$ cat src/rtl/card_ram_ctrl.sv
// card_ram_ctrl: timed access controller for the 256Kx8 asynchronous SRAM
// behind the slot-5 RAM card. It serves CPU card-RAM cycles through a
// one-deep pending register, and can also serve a DMA requester through
// a req/ack port.
// Build option: define CARD_RAM_DMA_EN to enable the DMA port. When it is
// not defined, the controller serves the CPU only and dma_ack/dma_dout are 0.
module card_ram_ctrl #(
    parameter int WAIT_CYCLES = 2,
    parameter int ADDR_W      = 18
) (
    input  logic              clk,
    input  logic              reset_in,
    input  logic              cpu_strobe,
    input  logic              cpu_we,
    input  logic [ADDR_W-1:0] ram_addr,
    input  logic              card_ram_we,
    input  logic              card_ram_rd,
    input  logic [7:0]        cpu_din,
    output logic [7:0]        cpu_dout,
    output logic              cpu_dout_valid,
    output logic              cpu_overrun,
    input  logic              dma_req,
    input  logic              dma_we,
    input  logic [ADDR_W-1:0] dma_addr,
    input  logic [7:0]        dma_din,
    output logic              dma_ack,
    output logic [7:0]        dma_dout,
    output logic              busy,
    output logic [ADDR_W-1:0] sram_addr,
    output logic [7:0]        sram_dq_o,
    output logic              sram_dq_oe,
    input  logic [7:0]        sram_dq_i,
    output logic              sram_ce_n,
    output logic              sram_oe_n,
    output logic              sram_we_n
);

    typedef enum logic [1:0] {IDLE, SETUP, ACCESS, HOLD} state_t;

    state_t            state, state_nxt;
    logic [3:0]        wait_cnt;
    logic              cur_we;
    logic              owner_dma;
    logic              last_access;

    logic              pend_valid;
    logic              pend_we;
    logic [ADDR_W-1:0] pend_addr;
    logic [7:0]        pend_data;

    logic              cpu_req;
    logic              start;
    logic              start_cpu;
    logic              sel_we;
    logic [ADDR_W-1:0] sel_addr;
    logic [7:0]        sel_data;
    logic              we_nxt;

    // A strobe counts only when the decoder enables card RAM for that direction.
    assign cpu_req = cpu_strobe & ((cpu_we & card_ram_we) | (~cpu_we & card_ram_rd));

    assign last_access = (state == ACCESS) && (wait_cnt == 4'd0);
    assign busy        = (state != IDLE) || pend_valid;
    assign we_nxt      = start ? sel_we : cur_we;

`ifndef CARD_RAM_DMA_EN
    // DMA inputs have no function in a CPU-only build.
    logic unused_dma;
    assign unused_dma = ^{dma_req, dma_we, dma_addr, dma_din};
    assign dma_ack    = 1'b0;
    assign dma_dout   = 8'h00;
`endif

    // Next state and owner selection; a pending CPU request wins, then a
    // request arriving this cycle from an idle bus, then DMA.
    always_comb begin
        // NOTE: every signal gets a default first so no path leaves it unassigned and no latch is inferred.
        state_nxt = state;
        start     = 1'b0;
        start_cpu = 1'b0;
        sel_we    = pend_we;
        sel_addr  = pend_addr;
        sel_data  = pend_data;
        case (state)
            IDLE: begin
                if (pend_valid) begin
                    start     = 1'b1;
                    start_cpu = 1'b1;
                end else if (cpu_req) begin
                    start     = 1'b1;
                    start_cpu = 1'b1;
                    sel_we    = cpu_we;
                    sel_addr  = ram_addr;
                    sel_data  = cpu_din;
                end
`ifdef CARD_RAM_DMA_EN
                else if (dma_req) begin
                    start    = 1'b1;
                    sel_we   = dma_we;
                    sel_addr = dma_addr;
                    sel_data = dma_din;
                end
`endif
                if (start) state_nxt = SETUP;
            end
            SETUP:   state_nxt = ACCESS;
            ACCESS:  if (wait_cnt == 4'd0) state_nxt = HOLD;
            HOLD:    state_nxt = IDLE;
            default: state_nxt = IDLE;
        endcase
    end

    // State register and strobe-width down-counter.
    always_ff @(posedge clk or posedge reset_in) begin
        if (reset_in) begin
            // NOTE: sequential state uses non-blocking assignments so every register samples pre-edge values.
            state    <= IDLE;
            wait_cnt <= 4'd0;
        end else begin
            state <= state_nxt;
            if (state == SETUP)
                wait_cnt <= 4'(WAIT_CYCLES - 1);
            else if (state == ACCESS && wait_cnt != 4'd0)
                wait_cnt <= wait_cnt - 4'd1;
        end
    end

    // One-deep CPU pending register; a second request while one is waiting is dropped.
    always_ff @(posedge clk or posedge reset_in) begin
        if (reset_in) begin
            // NOTE: the pending payload is reset too; it is only a few flops and keeps sram_addr/dq_o deterministic.
            pend_valid  <= 1'b0;
            pend_we     <= 1'b0;
            pend_addr   <= '0;
            pend_data   <= 8'h00;
            cpu_overrun <= 1'b0;
        end else begin
            if (cpu_req) begin
                if (pend_valid) begin
                    cpu_overrun <= 1'b1;
                end else if (state != IDLE) begin
                    pend_valid <= 1'b1;
                    pend_we    <= cpu_we;
                    pend_addr  <= ram_addr;
                    pend_data  <= cpu_din;
                end
            end
            if (state == IDLE && pend_valid)
                pend_valid <= 1'b0;
        end
    end

    // SRAM pins are registered from the next state so strobes are glitch-free.
    always_ff @(posedge clk or posedge reset_in) begin
        if (reset_in) begin
            sram_addr  <= '0;
            sram_dq_o  <= 8'h00;
            sram_dq_oe <= 1'b0;
            sram_ce_n  <= 1'b1;
            sram_oe_n  <= 1'b1;
            sram_we_n  <= 1'b1;
            cur_we     <= 1'b0;
            owner_dma  <= 1'b0;
        end else begin
            if (start) begin
                sram_addr <= sel_addr;
                cur_we    <= sel_we;
                owner_dma <= ~start_cpu;
                if (sel_we) sram_dq_o <= sel_data;
            end
            sram_ce_n  <= (state_nxt == IDLE);
            sram_oe_n  <= ~((state_nxt == ACCESS) && !we_nxt);
            sram_we_n  <= ~((state_nxt == ACCESS) && we_nxt);
            sram_dq_oe <= (state_nxt != IDLE) && we_nxt;
        end
    end

    // Read data is captured on the last strobe cycle and presented during HOLD.
    always_ff @(posedge clk or posedge reset_in) begin
        if (reset_in) begin
            cpu_dout       <= 8'h00;
            cpu_dout_valid <= 1'b0;
        end else begin
            cpu_dout_valid <= last_access && !owner_dma && !cur_we;
            if (last_access && !owner_dma && !cur_we)
                cpu_dout <= sram_dq_i;
        end
    end

`ifdef CARD_RAM_DMA_EN
    // DMA completion: ack on every DMA access, read data only on reads.
    always_ff @(posedge clk or posedge reset_in) begin
        if (reset_in) begin
            dma_ack  <= 1'b0;
            dma_dout <= 8'h00;
        end else begin
            dma_ack <= last_access && owner_dma;
            if (last_access && owner_dma && !cur_we)
                dma_dout <= sram_dq_i;
        end
    end
`endif

endmodule

$ cat config.mk
export PLATFORM = sky130hd
export DESIGN_NAME = card_ram_ctrl
export DESIGN_NICKNAME = d
export VERILOG_FILES = /design/src/rtl/card_ram_ctrl.sv
export SDC_FILE = /design/constraint.sdc
export NUM_CORES = 1
export LEC_CHECK = 0
export CORE_UTILIZATION = 31
export CTS_CLUSTER_SIZE = 12
export DETAILED_ROUTE_END_ITERATION = 16
export PLACE_DENSITY = 0.58
export SLEW_MARGIN = 20
export SYNTH_ARGS = -nofsm -noshare
export SYNTH_HDL_FRONTEND = slang
export SYNTH_SLANG_ARGS = --single-unit
$ cat constraint.sdc
create_clock -name clk -period 4.7 [get_ports clk]
set_clock_uncertainty 0.2 [all_clocks]
set_input_delay 1.175 -clock clk [delete_from_list [all_inputs] [get_ports clk]]
set_output_delay 1.175 -clock clk [all_outputs]
set_load 0.02 [all_outputs]
==> results of run 1 <==
==> per-stage QoR <==
| step | total power (uW) | cells | instance area (sq um) |
|---|---|---|---|
| floorplan | 2030 | 263 | 3380 |
| detailed placement | 2550 | 464 | 4250 |
| CTS | 3160 | 480 | 4490 |
| global route | 3320 | 480 | 4490 |
| finish | 3110 | 480 | 4490 |
| global placement | 2510 | 464 | 4250 |
==> placed cells by master (no fill, tap or decap) <==
master,count
clkdlybuf4s50_1,80
dfrtp_1,73
mux2_2,50
nor2_1,25
mux2i_1,21
a21oi_1,20
conb_1,9
clkbuf_8,9
inv_1,6
ha_1,6
nand2_1,4
buf_4,4
nand3_1,3
bufinv_16,3
dfstp_2,3
nor2b_1,2
mux2_4,2
nor3_1,2
xor2_1,2
clkinv_2,2
nor3b_1,1
o21ai_4,1
nand2b_2,1
nor3b_4,1
nand4b_1,1
nand3_2,1
a31o_2,1
or3b_2,1
xnor2_1,1
nand2b_1,1
a311oi_1,1
or3b_1,1
nand3b_1,1
o21a_1,1
or2_2,1
clkinvlp_4,1
inv_6,1
clkbuf_1,1
==> where the power goes <==
| group | internal (uW) | switching [uW] | total, uW |
|---|---|---|---|
| sequential | 983 | 156 | 1140 |
| combinational | 717 | 652 | 1370 |
| clock | 354 | 248 | 602 |
==> routing by layer <==
metal	part of all wire	track usage	vias to the layer above
li1	-	-	1027
met1	0.45	0.149	1057
met2	0.47	0.197	70
met3	0.074	0.0533	6
met4	0.011	0.0387	0
met5	0	0	-
==> layout make-up <==
type | instances | area (sq um)
clock buffer | 10 | 128
clock inverter | 6 | 111
fill | 991 | 5930
inverter | 7 | 27.5
multi-input combinational | 161 | 1320
sequential | 76 | 1910
tap | 136 | 170
timing repair buffer | 84 | 831
==> registers in the layout (all words and copies together) (netlist names), 2 cells and up <==
signal	count
sram_dq_o	8
pend_data	8
wait_cnt	4
state	2
cpu_dout	8
pend_addr	18
sram_addr	18
==> worst max-delay path: cells and delay by family <==
family,cells,cell delay [ns]
buffers and inverters,2,0.95
and+or+nand+nor,1,0.73
muxes,2,0.43
AOI/OAI and AO/OA,1,0.08
==> worst paths after layout <==
check	from	endpoint	slack [ns]	depth (start not counted)
setup / recovery	cpu_we	sram_addr[7]$_DFFE_PP0N_	1.33	6
max in group asynchronous	reset_in	sram_oe_n$_DFF_PP1_	2.51	3
hold / removal	cpu_overrun$_DFFE_PP0P_	cpu_overrun$_DFFE_PP0P_	0.28	1
setup reg to reg	state[0]$_DFF_PP0_	sram_addr[7]$_DFFE_PP0N_	2.02	7
hold reg to reg	cpu_overrun$_DFFE_PP0P_	cpu_overrun$_DFFE_PP0P_	0.28	1
min in group asynchronous	reset_in	sram_addr[12]$_DFFE_PP0N_	1.03	2
==> cell families after synthesis <==
family          count (synthesis)  share of synthesized area
buf+inv                        26                     0.0533
fa+ha+maj                       6                     0.0224
mux                            73                      0.239
other cells                     1                    0.00112
simple gates                   46                     0.0690
compound gates                 24                     0.0388
xor+xnor                        3                    0.00783
flops                          76                      0.568
==> qor.txt, run 1 <==
Final Max Tran Viols: 0
Seq/Total Area, Yosys: 0.568
io pins: 118
Arr. time, crit path: 3.38 ns
Top cell by count, worst path: mux2i_1
Max-slew headroom: 0.443
initial antenna violation count: 0
layout overhead on the synthesized area: 33.9%
Tmin final: 3.37 ns
Vias: 2160
Critical-path top delay cell: nor3b_4
Final setup viols: 0
leakage: 0.00187 uW
RSZ-0062 raised after global routing: no
Root Buffer: clkbuf_8
CTS sink cnt: 76
Crit Path Category: primary input to register
Initial DRC Count: 76
number of cells produced by synthesis: 255
Async S/R FF share, synth: 1.00
Layout Utilization: 0.431
Die ar.: 0.0112 sq mm
final wirelength: 6.38 mm
cts bufs inserted: 9
DP HPWL: 4.30 mm
CP cell instances: clkdlybuf4s50_1 -> mux2i_1 -> nor3b_4 -> buf_4 -> mux2i_1 -> a21oi_1
Worst Hold Class: register to register
Clk pin slew, worst setup/hold paths: 0.08 ns
DRC violations left: 0
outcome: finished clean
CP peak stage delay: 0.73 ns
CP max FO: 15
Critical Path Start Type: primary input
first-pass GRT wire length: 10.7 mm
YS warnings: 0
Core ar.: 0.0104 sq mm
gpl congestion: 0.708
vias in the first global route: 2217
Crit. End Element: register
# H-tree levels: 3
Worst EP required: 4.71 ns
CTS Hold Bufs: 0
Main synth FF type: dfrtp_1
Synth top cells by count: dfrtp_1 (73), mux2_2 (50), nor2_1 (25)
Hold Worst Slack: 0.283 ns
DR vias/cell: 4.50
synthesized area: 0.00335 sq mm
Starting Density: 0.322
count of unique library cells instantiated by Yosys: 35
post-CTS sizing: 0
synth top area cells: dfrtp_1 (54%), mux2_2 (17%), mux2i_1 (6.3%), a21oi_1 (3.0%), nor2_1 (2.8%)
number of setup buffers added after CTS: 0
post-route ant nets: 0
Chip Width: 106 um
GRT Total Usage: 0.123
DIE HEIGHT: 106 um
GR Overflow Total: 0
Post-synth EDFFs: 0
# port buffers: 80
pwr dens: 693 mW/mm^2
Final #Nets: 413
Clk Latency, worst-skew pair: 0.34 ns
dpl ws: 0.932 ns
share of layout cells above drive strength 1: 0.238
cell taking the most area after synthesis: dfrtp_1
top-count cell post-synth: dfrtp_1
setup TNS: 0 ns
Mapped Avg Cell Area: 13.2 sq um
register bit total from synthesis: 76
n_diodes: 0
clock buffer depth: 2
Final Cycle Share: 0.717
DRT Pass-1 Iters: 3
Avg WL per Cell: 13.3 um
Slew @ Worst Pin: 0.833 ns
largest net degree at the start of global routing: 39
Cell Rows: 37
maxcap violations: 0
CTS tree: yes
final worst slack: 1.33 ns
post-synth top area share: 0.545
Fin. Hold Viols: 0
fmax: 297 MHz
worst vdd ir: 270 uV
(Power assumes the default switching activity.)
==> run 2: changes to the inputs <==
==> constraint.sdc (replaced) <==
create_clock -name clk -period 3.15 [get_ports clk]
set_clock_uncertainty 0.2 [all_clocks]
set_input_delay 0.7875 -clock clk [delete_from_list [all_inputs] [get_ports clk]]
set_output_delay 0.7875 -clock clk [all_outputs]
set_load 0.02 [all_outputs]
==> run 2 against run 1 <==
Effect of this change:
- die area is the same
- global-route usage grew 0.46 points
- non-clock buffer count grew 7
- critical path depth shrank 2
- count of clock-buffer cells in the layout grew 2
- worst setup slack lost 1.1 ns
- total power grew 46%
- cell count grew 1.5%
- sequential power grew 49%
- critical path type is now register to output port
- critical endpoint is now busy
- largest cell class unchanged
- highest routed layer unchanged
==> qor.txt, run 2 (synthesized netlist as in run 1, its figures left out) <==
power share of the combinational group: 0.463 (+0.023)
Final setup viols: 0 (unchanged)
met1 Resource Use GR: 0.152 (+0.00235)
most frequent cells in the layout: clkdlybuf4s50_1 (80), dfrtp_1 (73), mux2_2 (50)
Critical Path Start Type: register
Root Buffer: clkbuf_8
largest net degree at the start of global routing: 41 (+5.1%)
# H-tree levels: 3 (unchanged)
GRT Total Usage: 0.128 (+0.00464)
multi-input combinational cell area: 0.00132 sq mm (unchanged)
post-route ant nets: 0 (unchanged)
GR Overflow Total: 0 (unchanged)
maxcap violations: 0 (unchanged)
Post-DP Area: 0.00434 sq mm (+2.1%)
Avg WL per Cell: 13.4 um (+1.1%)
Crit. End Element: output port
Vias: 2161 (+0.046%)
leakage: 0.00190 uW (+1.7%)
CP cell instances: inv_1 -> ha_1 -> nand2b_2 -> clkdlybuf4s50_1
Layout Utilization: 0.435 (+0.00432)
CTS Hold Bufs: 0 (unchanged)
Hold Crit Depth: 1 (unchanged)
clock power share: 0.164 (-0.029)
Starting Density: 0.322 (unchanged)
CP peak stage delay: 0.64 ns (-0.09 ns)
CTS tree: yes
DRT Pass-1 Iters: 4 (+1)
cts bufs inserted: 9 (unchanged)
final worst slack: 0.262 ns (-1.07 ns)
dpl ws: 0.212 ns (-0.720 ns)
DRC violations left: 0 (unchanged)
Worst EP required: 2.16 ns (-2.55 ns)
Reg area: 0.00191 sq mm (unchanged)
worst vdd ir: 401 uV (+49%)
Core ar.: 0.0104 sq mm (unchanged)
DR vias/cell: 4.44 (-1.4%)
Die ar.: 0.0112 sq mm (unchanged)
post-placement cell count: 471 (+1.5%)
sequential power share: 0.374 (+0.008)
Chip Width: 106 um (unchanged)
CP max FO: 6 (-9)
Arr. time, crit path: 1.90 ns (-1.48 ns)
io pins: 118 (unchanged)
internal power: 2970 uW (+45%)
first-pass GRT wire length: 10.9 mm (+1.9%)
Final Cycle Share: 0.917
# port buffers: 80 (unchanged)
final instance area: 0.00454 sq mm (+1.0%)
fmax: 346 MHz
most common cell after layout, fill and taps aside: clkdlybuf4s50_1
Critical-path top delay cell: clkdlybuf4s50_1
switching fraction of total power: 0.347 (+0.00725)
Tmin final: 2.89 ns
Clk pin slew, worst setup/hold paths: 0.08 ns (about the same)
DP HPWL: 4.53 mm (+5.3%)
Final Max Tran Viols: 0 (unchanged)
outcome: finished clean
Worst Hold Class: register to register
filler-free cell count of the finished design: 487 (+1.5%)
R2R depth: 8 (+1)
vias in the first global route: 2237 (+0.90%)
Largest regs: pend_addr: 18 flops, sram_addr: 18 flops
filler instances: 1020 (+2.9%)
Clk Latency, worst-skew pair: 0.35 ns (about the same)
number of setup buffers added after CTS: 0 (unchanged)
net switching power: 1580 uW (+49%)
grt met3 use: 0.0546 (+0.00123)
M2 GR Usage: 0.199 (+0.00280)
Fin. Hold Viols: 0 (unchanged)
RSZ-0062 raised after global routing: no
layout overhead on the synthesized area: 35.2%
n_diodes: 0 (unchanged)
Most Crowded Layer GR: met2
CTS sink cnt: 76 (unchanged)
Final #Nets: 420 (+1.7%)
DIE HEIGHT: 106 um (unchanged)
final wirelength: 6.54 mm (+2.6%)
setup TNS: 0 ns (unchanged)
initial antenna violation count: 0 (unchanged)
share of layout cells above drive strength 1: 0.251 (+0.0123)
Crit Path Category: register to output port
post-CTS sizing: 0 (unchanged)
pwr dens: 1000 mW/mm^2 (+45%)
gpl congestion: 0.716 (+1.1%)
clock buffer depth: 2 (unchanged)
Cell Rows: 37 (unchanged)
Initial DRC Count: 84 (+11%)
-- run 2: final timing paths --
| path | start | endpoint | slack, ns |
|---|---|---|---|
| max in group asynchronous | reset_in | sram_we_n$_DFF_PP1_ | 1.61 |
| setup / recovery | state[0]$_DFF_PP0_ | busy | 0.26 |
| hold reg to reg | cpu_overrun$_DFFE_PP0P_ | cpu_overrun$_DFFE_PP0P_ | 0.28 |
| hold / removal | cpu_overrun$_DFFE_PP0P_ | cpu_overrun$_DFFE_PP0P_ | 0.28 |
| min in group asynchronous | reset_in | sram_addr[13]$_DFFE_PP0N_ | 0.54 |
| setup reg to reg | state[0]$_DFF_PP0_ | sram_addr[8]$_DFFE_PP0N_ | 0.85 |
-- run 2: final cells by class --
type,instances,area share
flip-flops and latches,76,0.420
multi-input cells,161,0.290
repair buffers,91,0.203
well taps,136,0.0375
clock buffers,12,0.0320
clock inverters,4,0.0108
inverters,7,0.00607
-- run 2: worst max-delay path, delay by kind of cell, from the launching register on --
kind / cells / cell delay, ns
buffers and inverters: 2 / 0.74
flip-flops: 1 / 0.38
adder cells (fa/ha/maj): 1 / 0.30
AND/OR/NAND/NOR: 1 / 0.13
-- run 2: routing by layer --
metal,routed length (um),up-vias
met5,0,-
met4,89,0
met3,521,8
met2,3000,73
met1,2930,1044
li1,-,1036
-- run 2: power groups by stage --
stage	clock network [uW]	logic, uW	registers, uW
floorplan	0	1040	1990
global placement	0	2100	1700
detailed placement	0	2140	1720
CTS	780	2140	1710
global route	816	2290	1770
finish	744	2110	1700
-- run 2: stage by stage --
step	hold slack [ns]	total power, uW
2_1_floorplan	0.265	3030
4_1_cts	0.290	4630
3_5_place_dp	0.267	3870
6_report	0.283	4550
3_3_place_gp	0.255	3800
5_1_grt	0.322	4880
